--- src/rtl/mem_port_arbiter_if.sv ---
// Bundle of the two requester ports and the single-port memory port.
// The arbiter takes the slave view; the surrounding CPU/memory glue takes the master view.
interface mem_port_arbiter_if #(
  parameter int ADDR_W = 5,
  parameter int DATA_W = 8
);
  logic              if_req;
  logic [ADDR_W-1:0] if_addr;
  logic              if_gnt;
  logic [DATA_W-1:0] if_rdata;
  logic              if_rvalid;

  logic              dm_req;
  logic              dm_we;
  logic [ADDR_W-1:0] dm_addr;
  logic [DATA_W-1:0] dm_wdata;
  logic              dm_gnt;
  logic [DATA_W-1:0] dm_rdata;
  logic              dm_rvalid;

  logic              mem_we;
  logic [ADDR_W-1:0] mem_addr;
  logic [DATA_W-1:0] mem_wdata;
  logic [DATA_W-1:0] mem_rdata;

  modport slave (
    input  if_req, if_addr, dm_req, dm_we, dm_addr, dm_wdata, mem_rdata,
    output if_gnt, if_rdata, if_rvalid, dm_gnt, dm_rdata, dm_rvalid,
           mem_we, mem_addr, mem_wdata
  );

  modport master (
    output if_req, if_addr, dm_req, dm_we, dm_addr, dm_wdata, mem_rdata,
    input  if_gnt, if_rdata, if_rvalid, dm_gnt, dm_rdata, dm_rvalid,
           mem_we, mem_addr, mem_wdata
  );
endinterface

--- src/rtl/mem_port_arbiter.sv ---
// Round-robin sharing of one single-port data memory between instruction fetch
// (read-only) and data (read/write) requesters, one access in flight.
//
// state    | meaning
// S_IDLE   | grants issued combinationally; winner's request latched at posedge
// S_ACCESS | memory driven with latched request; read data captured at posedge
module mem_port_arbiter #(
  parameter int ADDR_W = 5,
  parameter int DATA_W = 8
) (
  input  logic                clk,
  input  logic                rst_n,
  mem_port_arbiter_if.slave   bus
);
  localparam logic [0:0] S_IDLE   = 1'b0;
  localparam logic [0:0] S_ACCESS = 1'b1;

  logic [0:0]        state;
  logic              last_dm;
  logic              win_dm;
  logic              we_q;
  logic [ADDR_W-1:0] addr_q;
  logic [DATA_W-1:0] wdata_q;
  logic [DATA_W-1:0] if_rdata_q;
  logic [DATA_W-1:0] dm_rdata_q;
  logic              if_rvalid_q;
  logic              dm_rvalid_q;
  logic              if_gnt;
  logic              dm_gnt;

  // On a tie the port that did not win last time is served.
  always_comb begin
    if_gnt = 1'b0;
    dm_gnt = 1'b0;
    if (rst_n && (state == S_IDLE)) begin
      if (bus.if_req && bus.dm_req) begin
        if_gnt = last_dm;
        dm_gnt = ~last_dm;
      end else begin
        if_gnt = bus.if_req;
        dm_gnt = bus.dm_req;
      end
    end
  end

  always_ff @(posedge clk) begin
    if (!rst_n) begin
      state       <= S_IDLE;
      last_dm     <= 1'b1;
      win_dm      <= 1'b0;
      we_q        <= 1'b0;
      addr_q      <= '0;
      wdata_q     <= '0;
      if_rdata_q  <= '0;
      dm_rdata_q  <= '0;
      if_rvalid_q <= 1'b0;
      dm_rvalid_q <= 1'b0;
    end else begin
      if_rvalid_q <= 1'b0;
      dm_rvalid_q <= 1'b0;
      case (state)
        S_IDLE: begin
          if (if_gnt || dm_gnt) begin
            addr_q  <= dm_gnt ? bus.dm_addr : bus.if_addr;
            we_q    <= dm_gnt & bus.dm_we;
            if (dm_gnt) wdata_q <= bus.dm_wdata;
            win_dm  <= dm_gnt;
            last_dm <= dm_gnt;
            state   <= S_ACCESS;
          end
        end
        default: begin
          // A write has already landed on the negedge, so this returns the new value.
          if (win_dm) begin
            dm_rdata_q  <= bus.mem_rdata;
            dm_rvalid_q <= 1'b1;
          end else begin
            if_rdata_q  <= bus.mem_rdata;
            if_rvalid_q <= 1'b1;
          end
          state <= S_IDLE;
        end
      endcase
    end
  end

  assign bus.if_gnt    = if_gnt;
  assign bus.dm_gnt    = dm_gnt;
  assign bus.if_rdata  = if_rdata_q;
  assign bus.dm_rdata  = dm_rdata_q;
  assign bus.if_rvalid = if_rvalid_q;
  assign bus.dm_rvalid = dm_rvalid_q;
  assign bus.mem_we    = (state == S_ACCESS) & we_q;
  assign bus.mem_addr  = addr_q;
  assign bus.mem_wdata = wdata_q;
endmodule

--- src/flat_wrapper.sv ---
// flat-port wrapper written by rule: the top's interface ports become plain ports
module mem_port_arbiter_flat 
#(
  parameter int ADDR_W = 5,
  parameter int DATA_W = 8
)
  (clk, rst_n, bus_if_req, bus_if_addr, bus_dm_req, bus_dm_we, bus_dm_addr, bus_dm_wdata, bus_mem_rdata, bus_if_gnt, bus_if_rdata, bus_if_rvalid, bus_dm_gnt, bus_dm_rdata, bus_dm_rvalid, bus_mem_we, bus_mem_addr, bus_mem_wdata);
  mem_port_arbiter_if #(.ADDR_W(ADDR_W), .DATA_W(DATA_W)) bus_i ();
  input  logic clk;
  input  logic rst_n;
  input wire logic [$bits(bus_i.if_req)-1:0] bus_if_req;
  input wire logic [$bits(bus_i.if_addr)-1:0] bus_if_addr;
  input wire logic [$bits(bus_i.dm_req)-1:0] bus_dm_req;
  input wire logic [$bits(bus_i.dm_we)-1:0] bus_dm_we;
  input wire logic [$bits(bus_i.dm_addr)-1:0] bus_dm_addr;
  input wire logic [$bits(bus_i.dm_wdata)-1:0] bus_dm_wdata;
  input wire logic [$bits(bus_i.mem_rdata)-1:0] bus_mem_rdata;
  output wire logic [$bits(bus_i.if_gnt)-1:0] bus_if_gnt;
  output wire logic [$bits(bus_i.if_rdata)-1:0] bus_if_rdata;
  output wire logic [$bits(bus_i.if_rvalid)-1:0] bus_if_rvalid;
  output wire logic [$bits(bus_i.dm_gnt)-1:0] bus_dm_gnt;
  output wire logic [$bits(bus_i.dm_rdata)-1:0] bus_dm_rdata;
  output wire logic [$bits(bus_i.dm_rvalid)-1:0] bus_dm_rvalid;
  output wire logic [$bits(bus_i.mem_we)-1:0] bus_mem_we;
  output wire logic [$bits(bus_i.mem_addr)-1:0] bus_mem_addr;
  output wire logic [$bits(bus_i.mem_wdata)-1:0] bus_mem_wdata;
  assign bus_i.if_req = bus_if_req;
  assign bus_i.if_addr = bus_if_addr;
  assign bus_i.dm_req = bus_dm_req;
  assign bus_i.dm_we = bus_dm_we;
  assign bus_i.dm_addr = bus_dm_addr;
  assign bus_i.dm_wdata = bus_dm_wdata;
  assign bus_i.mem_rdata = bus_mem_rdata;
  assign bus_if_gnt = bus_i.if_gnt;
  assign bus_if_rdata = bus_i.if_rdata;
  assign bus_if_rvalid = bus_i.if_rvalid;
  assign bus_dm_gnt = bus_i.dm_gnt;
  assign bus_dm_rdata = bus_i.dm_rdata;
  assign bus_dm_rvalid = bus_i.dm_rvalid;
  assign bus_mem_we = bus_i.mem_we;
  assign bus_mem_addr = bus_i.mem_addr;
  assign bus_mem_wdata = bus_i.mem_wdata;
  mem_port_arbiter #(.ADDR_W(ADDR_W), .DATA_W(DATA_W)) u_core (.clk(clk), .rst_n(rst_n), .bus(bus_i));
endmodule
--- config.mk ---
export PLATFORM = sky130hd
export DESIGN_NAME = mem_port_arbiter_flat
export DESIGN_NICKNAME = d
export VERILOG_FILES = /design/src/rtl/mem_port_arbiter_if.sv /design/src/rtl/mem_port_arbiter.sv /design/src/flat_wrapper.sv
export SDC_FILE = /design/constraint.sdc
export NUM_CORES = 1
export LEC_CHECK = 0
export CORE_ASPECT_RATIO = 1.5
export CORE_UTILIZATION = 43
export DETAILED_ROUTE_END_ITERATION = 6
export PLACE_DENSITY = 0.89
export SKIP_CTS_REPAIR_TIMING = 1
export SLEW_MARGIN = 20
export SYNTH_ARGS = -nofsm -noshare
export SYNTH_HDL_FRONTEND = slang
export SYNTH_SLANG_ARGS = --single-unit
--- constraint.sdc ---
create_clock -name clk -period 2.43 [get_ports clk]
set_clock_uncertainty 0.15 [all_clocks]
set_input_delay 0.486 -clock clk [delete_from_list [all_inputs] [get_ports clk]]
set_output_delay 0.486 -clock clk [all_outputs]
set_load 0.02 [all_outputs]
=== Yosys cells after proc, flatten, opt, wreduce, memory -nomap -nowiden ===
Cells that the tools add are included.
Widths: inputs -> output; s select.

* Mux-type cells: 8
* Bitwise operators: 6
* Reduce and logical (&&, ||, !) cells: 9

{| class="wikitable"
|+ Operator list
! kind !! number
|-
| $reduce_and 2->1 || 4
|-
| $mux 1 || 7
|-
| $mux 5 || 1
|-
| $not 1->1 || 4
|-
| $reduce_and 3->1 || 1
|-
| $and 1x1->1 || 2
|-
| $logic_and 1x1->1 || 2
|-
| $reduce_or 2->1 || 1
|-
| $logic_or 1x1->1 || 1
|}

* Register bits after elaboration: 35
* Output and inout bits: 34

=== Depth between registers and ports, before layout ===
Gate-level depths: netlist of run 1.

* Word-level depth: 5
* Gate-level depth with buffers: 6

=== Worst setup path before layout of run 1 ===
No wires, ideal clock.

* Path kind: in2out
* Start: input port bus_dm_req
* End: output port bus_dm_gnt
* Arrival: 1.087 ns
* Data required time: 1.794 ns
* Path slack: 0.707 ns
* Stages on the path: 5
* Path buffers: 2
* Cell sequence: and3b_1 -> buf_4 -> buf_4 -> nand2_1 -> inv_2

* Longest elaborated chain between the ends: 3

{| class="wikitable"
|+ RTL lines
! element !! line !! source
|-
| start: declaration || flat_wrapper.sv:13 || <nowiki>input wire logic [$bits(bus_i.dm_req)-1:0] bus_dm_req;</nowiki>
|-
| $logic_and 1x1->1 || mem_port_arbiter.sv:36 || <nowiki>if (bus.if_req && bus.dm_req) begin</nowiki>
|-
| $mux 1 (*) || mem_port_arbiter.sv:36 ||
|-
| $mux 1 (*) || mem_port_arbiter.sv:35 || <nowiki>if (rst_n && (state == S_IDLE)) begin</nowiki>
|-
| end: declaration || flat_wrapper.sv:21 || <nowiki>output wire logic [$bits(bus_i.dm_gnt)-1:0] bus_dm_gnt;</nowiki>
|}

Mark *: on every way between the ends. The rest lies on a longest branch, timed or not.

=== Final worst setup path of run 1 ===
* Start: register u_core.state
* End: output port bus_mem_we

* Longest elaborated chain between the ends: 1

{| class="wikitable"
|+ RTL lines
! element !! line !! source
|-
| start: declaration || mem_port_arbiter.sv:18 || <nowiki>logic [0:0] state;</nowiki>
|-
| start signal: assignment || mem_port_arbiter.sv:48 || <nowiki>state <= S_IDLE;</nowiki>
|-
| start signal: assignment || mem_port_arbiter.sv:69 || <nowiki>state <= S_ACCESS;</nowiki>
|-
| start signal: assignment || mem_port_arbiter.sv:81 || <nowiki>state <= S_IDLE;</nowiki>
|-
| $and 1x1->1 || mem_port_arbiter.sv:93 || <nowiki>assign bus.mem_we = (state == S_ACCESS) & we_q;</nowiki>
|-
| end: declaration || flat_wrapper.sv:24 || <nowiki>output wire logic [$bits(bus_i.mem_we)-1:0] bus_mem_we;</nowiki>
|}

No other way between the ends.

==> results of run 1 <==
state kept, by name (all words and copies together), names as in the netlist:
signal                cells
u_core.bus.dm_rdata       8
u_core.bus.dm_rvalid      1
u_core.bus.if_rdata       8
u_core.bus.if_rvalid      1
u_core.bus.mem_addr       5
u_core.bus.mem_wdata      8
u_core.last_dm            1
u_core.state              1
u_core.we_q               1
u_core.win_dm             1
critical path, cell delays in order (launching register included):
cell and delay, ps:
sky130_fd_sc_hd__dfxtp_1 430, sky130_fd_sc_hd__buf_4 210, sky130_fd_sc_hd__and2_1 140, sky130_fd_sc_hd__clkdlybuf4s50_1 600
placed cells by master (no fill, tap or decap), types with 2 or more instances in the layout:
master,synthesis,final
sky130_fd_sc_hd__clkinvlp_4,0,2
sky130_fd_sc_hd__inv_1,2,2
sky130_fd_sc_hd__and2_1,2,2
sky130_fd_sc_hd__buf_4,2,11
sky130_fd_sc_hd__nand2b_1,3,3
sky130_fd_sc_hd__a21oi_1,31,31
sky130_fd_sc_hd__o21ai_0,14,14
sky130_fd_sc_hd__nand3_1,22,22
sky130_fd_sc_hd__nor2b_1,2,2
sky130_fd_sc_hd__clkbuf_8,0,5
sky130_fd_sc_hd__clkdlybuf4s50_1,0,62
sky130_fd_sc_hd__o21ai_1,2,2
sky130_fd_sc_hd__dlymetal6s2s_1,0,2
sky130_fd_sc_hd__a311oi_1,5,5
sky130_fd_sc_hd__nor2_1,4,4
sky130_fd_sc_hd__dfxtp_1,35,35
sky130_fd_sc_hd__nand2_1,27,27
cell type report:
class	count	area [um2]	share of cell area, %
Timing Repair Buffer	75	728	33.7
Sequential cell	35	701	32.4
Multi-Input combinational cell	117	586	27.1
Clock buffer	5	68.8	3.18
Tap cell	39	48.8	2.26
Clock inverter	3	20.0	0.925
Inverter	3	11.3	0.521
cell families after synthesis:
kind of cell / after synthesis / synth area share [%]
AO/OA/AOI/OAI: 53 / 21.0
flip-flops: 35 / 51.3
AND/OR/NAND/NOR: 64 / 21.9
buffers and inverters: 16 / 5.86
stage by stage:
stage	cells	util, %	worst slack [ps]
2_1_floorplan	168	-	707
3_3_place_gp	269	69.6	-140
3_5_place_dp	269	69.6	-166
4_1_cts	277	72.6	-169
5_1_grt	277	72.8	64.3
6_report	277	72.8	132
worst paths after layout:
check	depth (start not counted)	slack (ps)	to	from
max	3	130	bus_mem_we	u_core.state
min	2	300	u_core.bus.if_rdata[3]	u_core.bus.if_rdata[3]
max reg2reg	4	750	u_core.bus.mem_addr[1]	u_core.state
min reg2reg	2	300	u_core.bus.if_rdata[3]	u_core.bus.if_rdata[3]
report_power, final:
group | leakage, nW | switching, mW | internal (mW) | total, mW
Clock | 0.0402 | 0.211 | 0.199 | 0.410
Sequential | 0.285 | 0.0169 | 0.601 | 0.618
Combinational | 0.474 | 0.116 | 0.122 | 0.239
Total | 0.800 | 0.344 | 0.922 | 1.27
routing by layer:
layer | track usage [%] | vias to the layer above
met5 | 0 | -
met4 | 10.2 | 0
met3 | 6.89 | 5
met2 | 42.3 | 42
met1 | 23.4 | 656
li1 | - | 722
==> impl_results.html, run 1 <==
<table>
<tr><th>Metric</th><th>Value</th></tr>
<tr><th colspan="2">Routing</th></tr>
<tr><td>Met2 wire length</td><td>1930 um</td></tr>
<tr><td>Sum of routed wire segments on met1</td><td>1380 um</td></tr>
<tr><td>Initial drt markers</td><td>20</td></tr>
<tr><td>Via/cell ratio</td><td>5.14</td></tr>
<tr><td>Routed length on met3</td><td>140 um</td></tr>
<tr><td>First-pass iteration count of the detailed router</td><td>4</td></tr>
<tr><td>Uppermost layer routed</td><td>met4</td></tr>
<tr><td>WL/cell</td><td>12.7 um</td></tr>
<tr><td>Remaining number of nets flagged by the antenna check after routing</td><td>0</td></tr>
<tr><td>Number of remaining DRC errors</td><td>0</td></tr>
<tr><td>Aggregate routed wire length</td><td>3520 um</td></tr>
<tr><td>Vias</td><td>1425</td></tr>
<tr><th colspan="2">STA</th></tr>
<tr><td>Worst hold-check slack</td><td>304 ps</td></tr>
<tr><td>Relative max-transition margin</td><td>62.6%</td></tr>
<tr><td>Post-route fraction of the period consumed by the critical path</td><td>94.6%</td></tr>
<tr><td>Peak Freq</td><td>0.435 GHz</td></tr>
<tr><td>Time the final worst path needs with I/O delays and setup</td><td>2300 ps</td></tr>
<tr><td>Actual slew at the worst max-slew pin</td><td>560 ps</td></tr>
<tr><td>Max-slew violation count</td><td>0</td></tr>
<tr><td>Sum of negative setup slack</td><td>0 ps</td></tr>
<tr><td>Unrepaired setup endpoints after global routing</td><td>false</td></tr>
<tr><td>Number of failing setup endpoints in the final timing report</td><td>0</td></tr>
<tr><td>Final hold viol count</td><td>0</td></tr>
<tr><th colspan="2">Synth</th></tr>
<tr><td>Biggest area contributors in the synthesized netlist</td><td>sky130_fd_sc_hd__dfxtp_1, sky130_fd_sc_hd__a21oi_1, sky130_fd_sc_hd__nand3_1, sky130_fd_sc_hd__nand2_1, sky130_fd_sc_hd__o21ai_0</td></tr>
<tr><td>#FFs+latches synth</td><td>35</td></tr>
<tr><td>Synth Flop Type</td><td>sky130_fd_sc_hd__dfxtp_1</td></tr>
<tr><td>YS warnings</td><td>0</td></tr>
<tr><td>Fraction of post-synthesis cell area in the top cell type by area</td><td>51.3%</td></tr>
<tr><td>Post-synthesis net count</td><td>199</td></tr>
<tr><td>Fraction of the yosys area taken by sequential cells</td><td>51.3%</td></tr>
<tr><td>Count of flip-flops with a built-in enable after synthesis</td><td>0</td></tr>
<tr><td>Gate count after technology mapping</td><td>168</td></tr>
<tr><td>Share of flip-flops with an asynchronous set or reset after synthesis</td><td>0%</td></tr>
<tr><td>Syn_area_per_cell</td><td>8.13 um2</td></tr>
<tr><td>Synthesized area</td><td>0.00137 mm2</td></tr>
<tr><td>Library cell with the highest instance count after synthesis</td><td>sky130_fd_sc_hd__dfxtp_1</td></tr>
<tr><td>Count of different cell masters after synthesis</td><td>23</td></tr>
<tr><td>Cell accounting for the most synthesized area</td><td>sky130_fd_sc_hd__dfxtp_1</td></tr>
<tr><td>Cell types with the highest counts after synthesis</td><td>sky130_fd_sc_hd__dfxtp_1, sky130_fd_sc_hd__a21oi_1, sky130_fd_sc_hd__nand2_1, sky130_fd_sc_hd__nand3_1, sky130_fd_sc_hd__o21ai_0</td></tr>
<tr><th colspan="2">CTS</th></tr>
<tr><td>CTS clk-pin slew, worst paths</td><td>70 ps</td></tr>
<tr><td>Depth of the CTS H-tree</td><td>2</td></tr>
<tr><td>Clock Root Buffer</td><td>sky130_fd_sc_hd__clkbuf_8</td></tr>
<tr><td>Number of buffers created by CTS</td><td>5</td></tr>
<tr><td>Deepest clock path buffer count</td><td>2</td></tr>
<tr><td>TritonCTS clock tree</td><td>yes</td></tr>
<tr><td>Clock network latency to the later pin of the worst-skew pair</td><td>290 ps</td></tr>
<tr><td>Sink count of the clock tree</td><td>35</td></tr>
<tr><th colspan="2">Global routing</th></tr>
<tr><td>First-pass GRT wire length</td><td>5840 um</td></tr>
<tr><td>Vias in the first global route</td><td>1377</td></tr>
<tr><td>Gr usage total</td><td>23.7%</td></tr>
<tr><td>Largest net degree at the start of global routing</td><td>15</td></tr>
<tr><td>Total grt overflow</td><td>0</td></tr>
<tr><td>Number of antenna violations at the first check in global routing</td><td>0</td></tr>
<tr><th colspan="2">Place</th></tr>
<tr><td>Placed Area</td><td>0.00207 mm2</td></tr>
<tr><td>Number of buffer cells added on primary ports</td><td>64</td></tr>
<tr><td>Final estimated routing congestion in global placement</td><td>0.755</td></tr>
<tr><td>Half-perimeter wire length after detailed placement</td><td>2590 um</td></tr>
<tr><th colspan="2">Final layout</th></tr>
<tr><td>Diodes inserted</td><td>0</td></tr>
<tr><td>Nets</td><td>268</td></tr>
<tr><td>Fill cell instance count of the final layout</td><td>231</td></tr>
<tr><td>Growth of design area from synthesis to finish</td><td>58.3%</td></tr>
<tr><td>Share of layout cells above drive strength 1</td><td>8.82%</td></tr>
<tr><td>Final non-filler cell area</td><td>0.00216 mm2</td></tr>
<tr><th colspan="2">Die</th></tr>
<tr><td>Initial Util</td><td>46.0%</td></tr>
<tr><td>Count of standard-cell rows</td><td>24</td></tr>
<tr><td>Count of boundary I/O pins</td><td>65</td></tr>
<tr><td>Core area</td><td>0.00297 mm2</td></tr>
<tr><td>Die Wd</td><td>48.0 um</td></tr>
<tr><td>Die Height</td><td>71.0 um</td></tr>
<tr><td>Die footprint</td><td>0.00341 mm2</td></tr>
<tr><th colspan="2">Outcome</th></tr>
<tr><td>Outcome</td><td>complete, no violations</td></tr>
<tr><th colspan="2">Worst setup path</th></tr>
<tr><td>Highest net fanout along the worst path</td><td>13</td></tr>
<tr><td>Data required, critical path</td><td>1790 ps</td></tr>
<tr><td>Critical path class</td><td>register to output port</td></tr>
<tr><td>Worst setup SP type</td><td>register</td></tr>
<tr><td>Crit path DAT</td><td>1660 ps</td></tr>
<tr><td>Worst setup EP type</td><td>output port</td></tr>
<tr><th colspan="2">Power</th></tr>
<tr><td>IR Drop Worst-Case VDD</td><td>582 uV</td></tr>
<tr><td>Leakage power</td><td>0.800 nW</td></tr>
<tr><td>Areal power density over the cells</td><td>585 mW/mm2</td></tr>
<tr><td>PnR Total Power</td><td>1.27 mW</td></tr>
<tr><th colspan="2">Hold path</th></tr>
<tr><td>Hold Crit Class</td><td>register to register</td></tr>
<tr><th colspan="2">Flow run</th></tr>
<tr><td>Max-cap violation count</td><td>0</td></tr>
</table>
No activity file was read; power rests on OpenSTA's default activity.
==> run 2, diff against run 1 <==
Settings changed: CAP_MARGIN from default to 20.
==> results of run 2 <==
Final layout, timing and power as in run 1 (identical DEF).
==> run 3, diff against run 2 <==
Settings changed: GPL_ROUTABILITY_DRIVEN from default to 0.
==> results of run 3 <==
Final layout, timing and power as in run 1 (identical DEF).
